### config.mk
export PLATFORM = sky130hd
export DESIGN_NAME = usb_token_crc5_ctrl_flat
export DESIGN_NICKNAME = d
export VERILOG_FILES = /design/src/rtl/usb_pkg.sv /design/src/rtl/usb_token_crc5_ctrl_if.sv /design/src/rtl/usb_crc5_serial.sv /design/src/rtl/usb_token_crc5_ctrl.sv /design/src/flat_wrapper.sv
export SDC_FILE = /design/constraint.sdc
export NUM_CORES = 1
export LEC_CHECK = 0
export BUFFER_PORTS_ARGS = -buffer_cell sky130_fd_sc_hd__buf_2
export CORE_AREA = 2 2 73 75
export CTS_CLUSTER_DIAMETER = 40
export DETAILED_ROUTE_END_ITERATION = 10
export DIE_AREA = 0 0 75 77
export GPL_TIMING_DRIVEN = 0
export SLEW_MARGIN = 20
export SYNTH_ARGS = -nofsm -noshare
export SYNTH_HDL_FRONTEND = slang
export SYNTH_SLANG_ARGS = --single-unit
### constraint.sdc
create_clock -name clk -period 2 [get_ports clk]
set_input_delay 0.3 -clock clk [delete_from_list [all_inputs] [get_ports clk]]
set_output_delay 0.3 -clock clk [all_outputs]
set_load 0.03 [all_outputs]
### src/rtl/usb_pkg.sv
// rtl/usb_pkg.sv - shared types, CRC5 constants and step function for USB token checking
package usb_pkg;

  localparam int TOKEN_FIELD_BITS = 11;
  localparam int TOKEN_CRC_BITS   = 5;

  localparam logic [4:0] CRC5_INIT     = 5'b11111;
  localparam logic [4:0] CRC5_POLY     = 5'b00101;
  localparam logic [4:0] CRC5_RESIDUAL = 5'b01100;

  typedef enum logic [2:0] {
    ST_IDLE,
    ST_FIELD,
    ST_CRC,
    ST_WAIT_EOP,
    ST_REPORT
  } token_state_t;

  // One serial CRC5 step; shared so the controller can look ahead on the final bit.
  function automatic logic [4:0] crc5_next(input logic [4:0] crc, input logic din);
    logic fb;
    fb = din ^ crc[4];
    return {crc[3:0], 1'b0} ^ (fb ? CRC5_POLY : 5'b00000);
  endfunction

endpackage

### src/rtl/usb_token_crc5_ctrl_if.sv
// rtl/usb_token_crc5_ctrl_if.sv - bit stream in, captured token fields and verdict out
interface usb_token_crc5_ctrl_if;
  import usb_pkg::*;

  logic                        pkt_start;
  logic                        bit_valid;
  logic                        rx_bit;
  logic                        eop;
  logic [6:0]                  addr;
  logic [3:0]                  endp;
  logic [TOKEN_FIELD_BITS-1:0] field;
  logic                        token_ok;
  logic                        crc_err;
  logic                        len_err;
  logic                        busy;

  modport master (
    output pkt_start, bit_valid, rx_bit, eop,
    input  addr, endp, field, token_ok, crc_err, len_err, busy
  );

  modport slave (
    input  pkt_start, bit_valid, rx_bit, eop,
    output addr, endp, field, token_ok, crc_err, len_err, busy
  );

endinterface

### src/rtl/usb_crc5_serial.sv
// rtl/usb_crc5_serial.sv - serial CRC5 engine, LSB-first input, init has priority over shift
module usb_crc5_serial
  import usb_pkg::*;
(
  input  logic       clk,
  input  logic       rst,
  input  logic       init,
  input  logic       shift_en,
  input  logic       din,
  output logic [4:0] crc
);

  always_ff @(posedge clk or posedge rst) begin
    if (rst) begin
      crc <= CRC5_INIT;
    end else if (init) begin
      crc <= CRC5_INIT;
    end else if (shift_en) begin
      crc <= crc5_next(crc, din);
    end
  end

endmodule

### src/rtl/usb_token_crc5_ctrl.sv
// rtl/usb_token_crc5_ctrl.sv - token field capture, CRC5 sequencing and one-cycle verdict
module usb_token_crc5_ctrl
  import usb_pkg::*;
#(
  parameter int         FIELD_BITS   = TOKEN_FIELD_BITS,
  parameter int         CRC_BITS     = TOKEN_CRC_BITS,
  parameter logic [4:0] CRC_RESIDUAL = CRC5_RESIDUAL
) (
  input logic                  clk,
  input logic                  rst,
  usb_token_crc5_ctrl_if.slave tok
);

  token_state_t                state;
  logic [3:0]                  cnt;
  logic                        overflow;
  logic [TOKEN_FIELD_BITS-1:0] field_q;
  logic [TOKEN_FIELD_BITS-1:0] field_upd;
  logic [6:0]                  addr_q;
  logic [3:0]                  endp_q;
  logic                        token_ok_q;
  logic                        crc_err_q;
  logic                        len_err_q;
  logic                        busy_q;
  logic                        shift_en;
  logic [4:0]                  crc;
  logic [4:0]                  crc_upd;
  logic                        last_crc_bit;

  // A restart wins over a coincident bit, so that bit never reaches the fresh CRC.
  assign shift_en     = tok.bit_valid && !tok.pkt_start &&
                        (state == ST_FIELD || state == ST_CRC);
  assign crc_upd      = shift_en ? crc5_next(crc, tok.rx_bit) : crc;
  assign last_crc_bit = shift_en && (state == ST_CRC) && (cnt == 4'(CRC_BITS - 1));

  always_comb begin
    field_upd = field_q;
    if (shift_en && state == ST_FIELD) begin
      field_upd[cnt] = tok.rx_bit;
    end
  end

  usb_crc5_serial u_crc5 (
    .clk      (clk),
    .rst      (rst),
    .init     (tok.pkt_start),
    .shift_en (shift_en),
    .din      (tok.rx_bit),
    .crc      (crc)
  );

  always_ff @(posedge clk or posedge rst) begin
    if (rst) begin
      state      <= ST_IDLE;
      cnt        <= '0;
      overflow   <= 1'b0;
      field_q    <= '0;
      addr_q     <= '0;
      endp_q     <= '0;
      token_ok_q <= 1'b0;
      crc_err_q  <= 1'b0;
      len_err_q  <= 1'b0;
      busy_q     <= 1'b0;
    end else begin
      token_ok_q <= 1'b0;
      crc_err_q  <= 1'b0;
      len_err_q  <= 1'b0;
      if (tok.pkt_start) begin
        state    <= ST_FIELD;
        cnt      <= '0;
        overflow <= 1'b0;
        field_q  <= '0;
        addr_q   <= '0;
        endp_q   <= '0;
        busy_q   <= 1'b1;
      end else begin
        unique case (state)
          ST_IDLE: begin
            busy_q <= 1'b0;
          end
          ST_FIELD: begin
            field_q <= field_upd;
            if (shift_en) begin
              cnt <= cnt + 4'd1;
            end
            // Any EOP here is short, even one arriving with the 11th bit.
            if (tok.eop) begin
              state     <= ST_REPORT;
              len_err_q <= 1'b1;
              addr_q    <= field_upd[6:0];
              endp_q    <= field_upd[10:7];
            end else if (shift_en && cnt == 4'(FIELD_BITS - 1)) begin
              state <= ST_CRC;
              cnt   <= '0;
            end
          end
          ST_CRC: begin
            if (shift_en) begin
              cnt <= cnt + 4'd1;
            end
            if (last_crc_bit) begin
              cnt <= '0;
              if (tok.eop) begin
                state      <= ST_REPORT;
                token_ok_q <= (crc_upd == CRC_RESIDUAL);
                crc_err_q  <= (crc_upd != CRC_RESIDUAL);
                addr_q     <= field_q[6:0];
                endp_q     <= field_q[10:7];
              end else begin
                state <= ST_WAIT_EOP;
              end
            end else if (tok.eop) begin
              state     <= ST_REPORT;
              len_err_q <= 1'b1;
              addr_q    <= field_q[6:0];
              endp_q    <= field_q[10:7];
            end
          end
          ST_WAIT_EOP: begin
            if (tok.eop) begin
              state  <= ST_REPORT;
              addr_q <= field_q[6:0];
              endp_q <= field_q[10:7];
              if (overflow || tok.bit_valid) begin
                len_err_q <= 1'b1;
              end else if (crc == CRC_RESIDUAL) begin
                token_ok_q <= 1'b1;
              end else begin
                crc_err_q <= 1'b1;
              end
            end else if (tok.bit_valid) begin
              overflow <= 1'b1;
            end
          end
          ST_REPORT: begin
            state  <= ST_IDLE;
            busy_q <= 1'b0;
          end
          default: begin
            state  <= ST_IDLE;
            busy_q <= 1'b0;
          end
        endcase
      end
    end
  end

  assign tok.addr     = addr_q;
  assign tok.endp     = endp_q;
  assign tok.field    = field_q;
  assign tok.token_ok = token_ok_q;
  assign tok.crc_err  = crc_err_q;
  assign tok.len_err  = len_err_q;
  assign tok.busy     = busy_q;

endmodule

### src/flat_wrapper.sv
// flat-port wrapper written by rule: the top's interface ports become plain ports
module usb_token_crc5_ctrl_flat import usb_pkg::*;
#(
  parameter int         FIELD_BITS   = TOKEN_FIELD_BITS,
  parameter int         CRC_BITS     = TOKEN_CRC_BITS,
  parameter logic [4:0] CRC_RESIDUAL = CRC5_RESIDUAL
)
  (clk, rst, tok_pkt_start, tok_bit_valid, tok_rx_bit, tok_eop, tok_addr, tok_endp, tok_field, tok_token_ok, tok_crc_err, tok_len_err, tok_busy);
  usb_token_crc5_ctrl_if tok_i ();
  input logic clk;
  input logic rst;
  input wire logic [$bits(tok_i.pkt_start)-1:0] tok_pkt_start;
  input wire logic [$bits(tok_i.bit_valid)-1:0] tok_bit_valid;
  input wire logic [$bits(tok_i.rx_bit)-1:0] tok_rx_bit;
  input wire logic [$bits(tok_i.eop)-1:0] tok_eop;
  output wire logic [$bits(tok_i.addr)-1:0] tok_addr;
  output wire logic [$bits(tok_i.endp)-1:0] tok_endp;
  output wire logic [$bits(tok_i.field)-1:0] tok_field;
  output wire logic [$bits(tok_i.token_ok)-1:0] tok_token_ok;
  output wire logic [$bits(tok_i.crc_err)-1:0] tok_crc_err;
  output wire logic [$bits(tok_i.len_err)-1:0] tok_len_err;
  output wire logic [$bits(tok_i.busy)-1:0] tok_busy;
  assign tok_i.pkt_start = tok_pkt_start;
  assign tok_i.bit_valid = tok_bit_valid;
  assign tok_i.rx_bit = tok_rx_bit;
  assign tok_i.eop = tok_eop;
  assign tok_addr = tok_i.addr;
  assign tok_endp = tok_i.endp;
  assign tok_field = tok_i.field;
  assign tok_token_ok = tok_i.token_ok;
  assign tok_crc_err = tok_i.crc_err;
  assign tok_len_err = tok_i.len_err;
  assign tok_busy = tok_i.busy;
  usb_token_crc5_ctrl #(.FIELD_BITS(FIELD_BITS), .CRC_BITS(CRC_BITS), .CRC_RESIDUAL(CRC_RESIDUAL)) u_core (.clk(clk), .rst(rst), .tok(tok_i));
endmodule
Word-level counts from Yosys, hierarchy flattened --
Cells that the tools add are included.
Word-level totals: bits of input ports 6, bits in registers 39, output and inout bits 26
Operators by class: bitwise logic cells 2, order comparisons 2, mux-type cells 56, add/subtract/negate cells 1, eq/ne operators 14, reductions and logical operators 21
Operator list (number):
- 2-to-1 mux 11 bit | 3
- 2-to-1 mux 4 bit | 8
- 2-to-1 mux 1 bit | 24
- 2-to-1 mux 3 bit | 7
- 2-to-1 mux 7 bit | 3
- one-hot mux 4 bit (2 select lines) | 2
- one-hot mux 7 bit (2 select lines) | 1
- one-hot mux 3 bit (4 select lines) | 1
- bitwise mux 11 bit | 1
- == test 5 x 4 -> 1 bit, second input constant | 2
- 2-to-1 mux 5 bit | 2
- logical AND 1 bit | 7
- == test 3 x 2 -> 1 bit, second input constant | 2
- AND reduction 3 bit | 2
- nonzero test 2 bit | 3
- nonzero test 3 bit | 2
- < comparator 4 x 5 -> 1 bit, second input constant | 1
- inequality test 5 x 4 -> 1 bit, second input constant | 1
- XOR 5 bit | 1
- adder 4 x 1 -> 4 bit, second input constant | 1
- demux 1 bit (select 4 bit) | 1
- == test 4 x 3 -> 1 bit, second input constant | 1
- == test 4 bit, second input constant | 1
- greater-or-equal comparator 4 x 1 -> 1 bit, second input constant | 1
- 15 further kinds | 18

Depth between registers and ports, before layout --
Gate-level depths: netlist of run 1.
depth in word-level cells 9, mapped depth 7

By module --
A second synthesis of run 1 with hierarchy kept.
Second synthesis, totals: cell total of the unflattened synthesis 175, area total of the unflattened synthesis 1943.1 sq um
Modules (own cells, without submodules):
- usb_token_crc5_ctrl | times used 1, sequential area each 850.8 sq um, area each 1692.9 sq um, cells each 156
- usb_crc5_serial | times used 1, sequential area each 131.4 sq um, area each 250.2 sq um, cells each 19

Least setup slack after synthesis of run 1 --
Ideal clock, no wire load.
path type in2reg, start input tok_pkt_start, end register u_core.token_ok_q (netlist: u_core.tok.token_ok), path slack 0.341 ns, stages on the path 6, setup time 0.078 ns, data arrival time 1.581 ns, cells stage by stage clkbuf_1 > nor3b_2 > nand2_2 > or2_0 > or3b_1 > a21oi_1
Between the ends: longest elaborated chain between the ends 9, elaborated cells between the ends (all ways) 11, classes of those cells 1 x eq/ne; 5 x mux; 5 x reduce/logical
RTL lines:
- from (decl) | RTL line flat_wrapper.sv:12 | input wire logic [$bits(tok_i.pkt_start)-1:0] tok_pkt_start;
- zero test 1 bit | RTL line usb_token_crc5_ctrl.sv:31 | assign shift_en = tok.bit_valid && !tok.pkt_start &&
- logical AND 1 bit (2 in series) | RTL line usb_token_crc5_ctrl.sv:31
- 2-to-1 mux 5 bit | RTL line usb_token_crc5_ctrl.sv:33 | assign crc_upd = shift_en ? crc5_next(crc, tok.rx_bit) : crc;
- == test 5 x 4 -> 1 bit | RTL line usb_token_crc5_ctrl.sv:105 | token_ok_q <= (crc_upd == CRC_RESIDUAL);
- 2-to-1 mux 1 bit | RTL line usb_token_crc5_ctrl.sv:103 | if (tok.eop) begin
- 2-to-1 mux 1 bit | RTL line usb_token_crc5_ctrl.sv:101 | if (last_crc_bit) begin
- one-hot mux 1 bit (2 select lines) | RTL line usb_token_crc5_ctrl.sv:77 | unique case (state)
- 2-to-1 mux 1 bit (*) | RTL line usb_token_crc5_ctrl.sv:68 | if (tok.pkt_start) begin
- to (signal assigned) | RTL line usb_token_crc5_ctrl.sv:105
- to (decl) | RTL line usb_token_crc5_ctrl.sv:21 | logic token_ok_q;
Mark *: on every way between the ends. The rest lies on a longest branch, timed or not. A chain may end at the register's enable or synchronous reset.

Worst setup path after layout of run 1 --
start register u_core.state[1], end register u_core.token_ok_q (netlist: u_core.tok.token_ok)
Between the ends: longest elaborated chain between the ends 9, elaborated cells between the ends (all ways) 13, classes of those cells 4 x eq/ne; 5 x mux; 4 x reduce/logical
RTL lines:
- from (decl) | RTL line usb_token_crc5_ctrl.sv:14 | token_state_t state;
- from (signal assigned) | RTL line usb_token_crc5_ctrl.sv:54 | state <= ST_IDLE;
- from (signal assigned) | RTL line usb_token_crc5_ctrl.sv:69 | state <= ST_FIELD;
- from (signal assigned) | RTL line usb_token_crc5_ctrl.sv:88 | state <= ST_REPORT;
- == test 3 x 1 -> 1 bit / == test 3 x 2 -> 1 bit (equally long branches) | RTL line usb_token_crc5_ctrl.sv:32, usb_token_crc5_ctrl.sv:34, usb_token_crc5_ctrl.sv:77
- logical OR 1 bit | RTL line usb_token_crc5_ctrl.sv:32 | (state == ST_FIELD || state == ST_CRC);
- logical AND 1 bit | RTL line usb_token_crc5_ctrl.sv:31
- 2-to-1 mux 5 bit | RTL line usb_token_crc5_ctrl.sv:33
- == test 5 x 4 -> 1 bit | RTL line usb_token_crc5_ctrl.sv:105
- 2-to-1 mux 1 bit | RTL line usb_token_crc5_ctrl.sv:103
- 2-to-1 mux 1 bit | RTL line usb_token_crc5_ctrl.sv:101
- one-hot mux 1 bit (2 select lines) (*) | RTL line usb_token_crc5_ctrl.sv:77
- 2-to-1 mux 1 bit (*) | RTL line usb_token_crc5_ctrl.sv:68
Marked as above.

==> reports/metrics.yaml, run 1 <==
sta:
  period_share: 0.943
  drv_slew: 0
  tightestPinTransition_ps: 473
  skew_ps: 4.46
  max_slew_margin: 0.684
  rsz0062_at_grt: "yes"
  setup_viol: 0
  period_needed_ps: 1890
  fmax_mhz: 530
  hold_viol_final: 0
route:
  vias_per_cell: 4.96
  wl_um: 4250
  drt_drc_violations_left: 0
  wl_per_cell_um: 14.1
  drtIter0Drc: 63
  vias: 1499
  dr.pass1.iters: 4
  ant_nets: 0
logic_synthesis:
  ys_async_sr_fraction: 1.00
  synth_edf_count: 0
  synth_warnings: 0
  ys_ff_latch: 39
  ys_seq_area_frac: 0.513
  ys_types: 42
  syn_inst: 193
  syn_area_mm2: 0.00191
  yosysMostFrequentCell: "dfrtp_1"
  yosysTopAreaCellShare: 0.445
  synth_area_leaders: "dfrtp_1, dfstp_2, mux2i_1"
  synth_nets: 203
  syn_avg_cell_area_um2: 9.91
  synth_common_cells: "dfrtp_1, nand2_1, nor2_1"
  synth_ff_type: "dfrtp_1"
  synth_top_cell_by_area: "dfrtp_1"
pwr:
  p_total_mw: 1.55
  ir_drop_mv: 0.390
  p_leak_nw: 1.12
  power.density_mw_per_mm2: 677
cells_and_area:
  drive_above_1_share: 0.233
  instances_no_fill: 302
  syn_to_final_growth_pct: 19.9
  fillers: 501
  nNetsFinal: 242
  design_area_mm2: 0.00229
  multi_input_area_um2: 892
  regArea_um2: 982
  final_util: 0.461
  antenna_cells: 0
placement:
  numPortBuffers: 30
  place_area_mm2: 0.00218
  dp.cells: 294
  dpl.hpwl_um: 3180
  place.gp.congestion: 0.758
global_route:
  overflow: 0
  grt_antenna_before_repair: 0
  grt_first_pass_wirelength_um: 7400
  grt_use_total: 0.165
  grt_pass1_vias: 1539
  grt_max_degree: 24
floorplanning:
  core_area_mm2: 0.00498
  start_util: 0.384
  dieArea_mm2: 0.00578
  die_width_um: 75
  fp-row-count: 26
  ios: 32
  die_h_um: 77
clock_tree:
  htree_levels: 2
  cts_root_buffer: "clkbuf_8"
  cts.sinks: 39
  clk_latency_ps: 290
  cts_tree: "built"
  clk_pin_slew_worst_paths_ps: 70
  numCtsBuffers: 5
  cts_buffer_depth: 2
flow_run:
  max_cap_violations: 0
worst_setup_path:
  critPathLaunchType: "register"
  critical_path.max_stage_delay_ps: 400
  path_max_fanout: 10
  worst-path-buf-inv: 1
  crit_path_end_kind: "register"
  crit_family: "simple AND/OR/NAND/NOR gates"
  crit_required_ps: 2210
  path_class: "register to register"
  slowest_stage: "dfrtp_1"
  crit_arrival_ps: 2100
  path_cells: "buf_4, nor3b_2, nand3_1, or2_0, or3b_1, a21oi_1"
min_path:
  hold_class: "primary input to register"
run_status:
  status: "finished, final reports clean"
-- stage by stage --
step	setup TNS, ps	worst slack, ps	hold slack, ps
3_5_place_dp	0	71.5	313
4_1_cts	0	117	259
3_3_place_gp	0	78.1	461
5_1_grt	-11.1	-11.1	278
6_report	0	114	257
2_1_floorplan	0	341	373
-- registers in the layout, summed over array words and instances (netlist names), 3 cells and up --
name,flops
u_core.tok.addr,7
u_core.state,3
u_core.cnt,4
u_core.tok.field,11
u_core.tok.endp,4
u_core.u_crc5.crc,5
-- logic make-up (layout without fill, tap and decap cells) --
kind of cell             count (synthesis)  after routing  share of synthesized area
AO/OA/AOI/OAI                           27             27                     0.0850
XOR/XNOR                                 7              7                     0.0360
adder cells (fa/ha/maj)                  4              4                     0.0262
buffers and inverters                   13             52                     0.0281
flip-flops                              39             39                      0.513
multiplexers                            12             12                     0.0628
AND/OR/NAND/NOR                         91             91                      0.249
-- report_power, final --
part	total (mW)	internal [mW]	switching, mW	leakage (nW)
Clock	0.546	0.271	0.275	0.0470
Combinational	0.174	0.0615	0.113	0.555
Sequential	0.834	0.810	0.0232	0.519
Total	1.55	1.14	0.411	1.12
-- final timing paths --
path,to,from,cells past startpoint,slack [ps]
min in group asynchronous,u_core.cnt[0],rst,3,540
max in group asynchronous,u_core.tok.len_err,rst,4,1010
setup reg to reg,u_core.tok.token_ok,u_core.state[1],6,110
setup / recovery,u_core.tok.token_ok,u_core.state[1],6,110
hold / removal,u_core.state[1],tok_eop,2,260
hold reg to reg,u_core.tok.busy,u_core.tok.busy,1,480
-- per-layer routing --
layer	vias to the layer above	GRT usage	wire length (µm)
li1	726	-	-
met1	736	0.232	2040
met2	29	0.247	2010
met3	8	0.0355	134
met4	0	0.0625	70
met5	-	0	0
-- cells in the final DEF (no fill, tap or decap), types with 4 or more instances in the layout --
| cell type | count |
|---|---|
| o21ai_0 | 11 |
| nor2b_1 | 5 |
| a21oi_1 | 5 |
| ha_1 | 4 |
| dfrtp_1 | 34 |
| buf_2 | 30 |
| clkbuf_8 | 6 |
| dfstp_2 | 5 |
| mux2i_1 | 12 |
| nand2_1 | 28 |
| clkbuf_1 | 6 |
| nand3_1 | 6 |
| nor2_1 | 27 |
| inv_1 | 4 |
-- cell type report --
| class | instances | share of cell area |
|---|---|---|
| timing repair buffer | 32 | 0.0818 |
| sequential | 39 | 0.428 |
| clock buffer | 6 | 0.0360 |
| multi-input combinational | 141 | 0.389 |
| tap | 70 | 0.0382 |
| inverter | 5 | 0.00818 |
| clock inverter | 1 | 0.00218 |
| buffer | 8 | 0.0164 |
-- timing repair --
| item | 4_1_cts | 5_1_grt |
|---|---|---|
| resized for setup | 0 | 3 |
| buffers inserted | 0 | 0 |
| hold buffers | 1 | 0 |
| setup endpoints to repair | 0 | 4 |
| endpoints found under the hold margin | 9 | 0 |
Note: power is estimated with default switching activity, not from simulation.
==> run 2, diff against run 1 <==
==> constraint.sdc (replaced) <==
create_clock -name clk -period 2 [get_ports clk]
set_input_delay 0.5 -clock clk [delete_from_list [all_inputs] [get_ports clk]]
set_output_delay 0.5 -clock clk [all_outputs]
set_load 0.03 [all_outputs]
==> reports/metrics.yaml, run 2 (synthesis gave the netlist of run 1 again) <==
pwr:
  p_int_mw: 1.14  # -0.11%
  power_frac_clock: 0.351  # about the same
  p_seq_frac: 0.537  # about the same
  combPwrFrac: 0.111  # about the same
  switching_share: 0.264  # -0.000375
  power.density_mw_per_mm2: 679  # +0.28%
  p_leak_nw: 1.12  # -0.37%
  p_total_mw: 1.55  # -0.16%
  ir_drop_mv: 0.385  # -1.4%
  switchingPower_uw: 410  # -0.30%
global_route:
  grt_antenna_before_repair: 0  # unchanged
  grt_max_degree: 24  # unchanged
  grt_pass1_vias: 1534  # -0.32%
  grt_use_total: 0.165  # -0.000534
  overflow: 0  # unchanged
  grt_first_pass_wirelength_um: 7370  # -0.37%
sta:
  setup_viol: 0  # unchanged
  max_slew_margin: 0.686  # +0.00179
  skew_ps: 4.35  # -0.107 ps
  whs_ps: 190  # -67.4 ps
  hold_viol_final: 0  # unchanged
  fmax_mhz: 531  # +0.14%
  period_needed_ps: 1880  # -2.55 ps
  rsz0062_at_grt: "yes"
  period_share: 0.942  # -0.00128
  drv_slew: 0  # unchanged
  tightestPinTransition_ps: 471  # -2.68 ps
floorplanning:
  fp-row-count: 26  # unchanged
  start_util: 0.384  # unchanged
  die_h_um: 77  # unchanged
  dieArea_mm2: 0.00578  # unchanged
  core_area_mm2: 0.00498  # unchanged
  ios: 32  # unchanged
  die_width_um: 75  # unchanged
worst_setup_path:
  critPathLaunchType: "register"
  slowest_stage: "dfrtp_1"
  path_class: "register to register"
  worst-path-buf-inv: 1  # unchanged
  rr_worst_depth: 6  # unchanged
  path_max_fanout: 10  # unchanged
  crit_family: "simple AND/OR/NAND/NOR gates"
  path_cells: "buf_4, nor3b_2, nand3_1, or2_0, or3b_1, a21oi_1"
  cp_num_cells: 6  # unchanged
  crit_required_ps: 2210  # about the same
  crit_arrival_ps: 2100  # about the same
  critical_path.max_stage_delay_ps: 390  # about the same
  crit_path_end_kind: "register"
route:
  drtIter0Drc: 69  # +9.5%
  vias: 1492  # -0.47%
  dr.pass1.iters: 4  # unchanged
  drt_drc_violations_left: 0  # unchanged
  vias_per_cell: 4.96  # -0.14%
  ant_nets: 0  # unchanged
  wl_per_cell_um: 14.0  # -0.28%
  wl_um: 4230  # -0.61%
clock_tree:
  clk_pin_slew_worst_paths_ps: 80  # about the same
  numCtsBuffers: 5  # unchanged
  cts.sinks: 39  # unchanged
  cts_tree: "built"
  clk_latency_ps: 290  # about the same
  htree_levels: 2  # unchanged
  post_cts_buffers: 0  # unchanged
  cts_buffer_depth: 2  # unchanged
  cts_root_buffer: "clkbuf_8"
min_path:
  hold_class: "primary input to async pin"
placement:
  place.gp.congestion: 0.758  # unchanged
  dpl.hpwl_um: 3180  # unchanged
  dp.cells: 294  # unchanged
  numPortBuffers: 30  # unchanged
  place_area_mm2: 0.00218  # unchanged
flow_run:
  max_cap_violations: 0  # unchanged
cells_and_area:
  fillers: 502  # +0.20%
  instances_no_fill: 301  # -0.33%
  most-common-layout-cells: "dfrtp_1, buf_2, nand2_1, nor2_1, mux2i_1"
  syn_to_final_growth_pct: 19.4
  final_common_cell: "dfrtp_1"
  largest_reg_flops: 11  # unchanged
  design_area_mm2: 0.00228  # -0.44%
  antenna_cells: 0  # unchanged
  drive_above_1_share: 0.234  # +0.00101
  nNetsFinal: 241  # -0.41%
run_status:
  status: "finished, final reports clean"
[run 2: cell types whose count changed in the layout (fill, tap and decap cells not counted), sizes merged]
cell         previous run  this run
dlygate4sd3             1         0
[run 2: layout make-up]
cell class                      instances  area, µm²  area share
Inverter                                5       18.8     0.00822
Clock inverter                          1       5.00     0.00219
Clock buffer                            6       82.6      0.0362
Sequential cell                        39        982       0.430
Buffer                                  8       37.5      0.0164
Timing Repair Buffer                   31        178      0.0778
Tap cell                               70       87.6      0.0384
Multi-Input combinational cell        141        892       0.391
[run 2: path summary, 6_finish.rpt]
| check | from | endpoint | slack (ps) |
|---|---|---|---|
| worst max register to register | u_core.state[1] | u_core.tok.token_ok | 120 |
| max in group asynchronous | rst | u_core.tok.len_err | 1360 |
| worst min register to register | u_core.tok.busy | u_core.tok.busy | 480 |
| worst min-delay path | rst | u_core.cnt[0] | 190 |
| worst max-delay path | u_core.state[1] | u_core.tok.token_ok | 120 |
| min in group clk | tok_eop | u_core.state[1] | 460 |
[run 2: metal layers]
metal	vias up	wire length, µm	global-route usage
li1	724	-	-
met1	728	2020	0.232
met2	32	1990	0.246
met3	8	147	0.0355
met4	0	70	0.0625
met5	-	0	0
[run 2: power groups by stage]
stage / Clock [mW] / Sequential, mW / Combinational, mW
floorplan: 0 / 0.852 / 0.110
global placement: 0 / 0.847 / 0.162
detailed placement: 0 / 0.848 / 0.171
CTS: 0.556 / 0.833 / 0.172
global route: 0.585 / 0.837 / 0.195
finish: 0.545 / 0.834 / 0.172
[run 2: what timing repair did]
item / 4_1_cts / 5_1_grt
resized for setup: 0 / 3
hold buffers: 0 / 0
setup endpoints to repair: 0 / 4
[run 2: through the flow]
step                      utilization  TNS, ps  setup slack, ps
after floorplan                     -        0              141
after global placement          0.432     -267             -122
final                           0.459        0              117
after detailed placement        0.438     -251             -128
after CTS                       0.455        0              117
after global routing            0.459    -11.1            -11.1
==> run 3, diff against run 2 <==
--- a/config.mk
+++ b/config.mk
@@ -11,6 +11,7 @@
 export DETAILED_ROUTE_END_ITERATION = 10
 export DIE_AREA = 0 0 75 77
 export GPL_TIMING_DRIVEN = 0
+export REMOVE_ABC_BUFFERS = 1
 export SLEW_MARGIN = 20
 export SYNTH_ARGS = -nofsm -noshare
 export SYNTH_HDL_FRONTEND = slang
==> reports/metrics.yaml, run 3 (synthesis gave the netlist of run 1 again) <==
route:
  drtIter0Drc: 67  # -2.9%
  drt_drc_violations_left: 0  # unchanged
  vias: 1432  # -4.0%
  ant_nets: 0  # unchanged
  dr.pass1.iters: 4  # unchanged
  wl_per_cell_um: 13.1  # -6.4%
  wl_um: 3880  # -8.3%
  vias_per_cell: 4.85  # -2.1%
sta:
  tightestPinTransition_ps: 944  # +473 ps
  period_needed_ps: 1850  # -33.8 ps
  setup_viol: 0  # unchanged
  max_slew_margin: 0.371  # -0.315
  fmax_mhz: 541  # +1.8%
  hold_viol_final: 0  # unchanged
  drv_slew: 0  # unchanged
  period_share: 0.925  # -0.0169
  worst_slack_ps: 150  # +33.8 ps
  skew_ps: 2.94  # -1.41 ps
  rsz0062_at_grt: "no"
worst_setup_path:
  path_max_fanout: 7  # -3
  rr_worst_depth: 5  # -1
  crit_required_ps: 2150  # -60 ps
  path_class: "register to register"
  crit_arrival_ps: 2000  # -100 ps
  path_cells: "nand2b_1, nor4b_2, nand2_1, mux2i_1, o21ai_0"
  crit_path_end_kind: "register"
  critical_path.max_stage_delay_ps: 470  # +80 ps
  slowest_stage: "dfrtp_1"
  critPathLaunchType: "register"
min_path:
  hold_class: "primary input to async pin"
cells_and_area:
  fillers: 486  # -3.2%
  syn_to_final_growth_pct: 16.9
  instances_no_fill: 295  # -2.0%
  design_area_mm2: 0.00224  # -2.1%
  final_util: 0.449  # -0.00955
  multi_input_area_um2: 886  # -0.70%
  largest_reg_flops: 11  # unchanged
  nNetsFinal: 234  # -2.9%
  antenna_cells: 0  # unchanged
  final_common_cell: "dfrtp_1"
  regArea_um2: 983  # +0.13%
  drive_above_1_share: 0.244  # +0.0107
  most-common-layout-cells: "dfrtp_1, buf_2, nand2_1, nor2_1, mux2i_1"
clock_tree:
  htree_levels: 2  # unchanged
  cts.sinks: 39  # unchanged
  clk_pin_slew_worst_paths_ps: 80  # about the same
  cts_tree: "built"
  clk_latency_ps: 290  # about the same
  cts_buffer_depth: 2  # unchanged
  numCtsBuffers: 5  # unchanged
  cts_root_buffer: "clkbuf_8"
  cts_hold_repair.buffers: 0  # unchanged
placement:
  dpl.hpwl_um: 2780  # -13%
  dp.cells: 287  # -2.4%
  place_area_mm2: 0.00214  # -1.7%
  dp_slack_ps: -362  # -233 ps
  place.gp.congestion: 0.816  # +7.6%
  numPortBuffers: 31  # +3.3%
pwr:
  p_leak_nw: 1.09  # -2.1%
  ir_drop_mv: 0.437  # +14%
  p_total_mw: 1.52  # -2.2%
  power.density_mw_per_mm2: 678  # -0.15%
global_route:
  grt_pass1_vias: 1453  # -5.3%
  overflow: 0  # unchanged
  grt_use_total: 0.149  # -0.0161
  grt_antenna_before_repair: 0  # unchanged
  grt_first_pass_wirelength_um: 6730  # -8.7%
  grt_max_degree: 31  # +29%
floorplanning:
  start_util: 0.384  # unchanged
  die_width_um: 75  # unchanged
  core_area_mm2: 0.00498  # unchanged
  dieArea_mm2: 0.00578  # unchanged
  ios: 32  # unchanged
  fp-row-count: 26  # unchanged
  die_h_um: 77  # unchanged
flow_run:
  max_cap_violations: 0  # unchanged
run_status:
  status: "finished, final reports clean"
[run 3: layout make-up]
| cell class | count | area share |
|---|---|---|
| well taps | 70 | 0.0392 |
| clock inverters | 2 | 0.00560 |
| clock buffers | 6 | 0.0325 |
| inverters | 5 | 0.00839 |
| multi-input cells | 141 | 0.396 |
| flip-flops and latches | 39 | 0.440 |
| repair buffers | 32 | 0.0783 |
[run 3: layer usage]
layer | GRT usage | routed length (µm) | share of wire
met5 | 0 | 0 | 0
met4 | 0.0268 | 23 | 0.0059
met3 | 0.0447 | 160 | 0.041
met2 | 0.243 | 1930 | 0.50
met1 | 0.194 | 1770 | 0.46
[run 3: stage by stage]
step	hold slack, ps	setup TNS (ps)
finish	120	0
global route	127	0
CTS	113	0
detailed placement	439	-1590
global placement	459	-1610
floorplan	458	0
[run 3: path summary, 6_finish.rpt]
| check | from | to | slack (ps) |
|---|---|---|---|
| worst min-delay path | rst | u_core.tok.addr[3] | 120 |
| worst max register to register | u_core.state[2] | u_core.tok.addr[5] | 150 |
| worst max-delay path | u_core.state[2] | u_core.tok.addr[5] | 150 |
| min in group clk | tok_eop | u_core.state[1] | 440 |
| worst min register to register | u_core.tok.busy | u_core.tok.busy | 470 |
| max in group asynchronous | rst | u_core.u_crc5.crc[3] | 1380 |
[run 3: report_power, final]
group          internal, mW  total, mW  switching, mW
logic                0.0550      0.160          0.105
registers             0.810      0.834         0.0237
clock network         0.244      0.522          0.278
total                  1.11       1.52          0.407
[run 3: repair_timing]
action,in CTS,in global routing
buffers inserted,0,0
cloned,0,0
resized for setup,1,3
hold endpoints to repair,0,0
setup endpoints to repair,1,6
[run 3: critical path: cells and delay by family, from the launching register on]
family / cells / cell delay (ps)
compound gates: 1 / 110
flops: 1 / 470
mux: 1 / 230
simple gates: 3 / 900
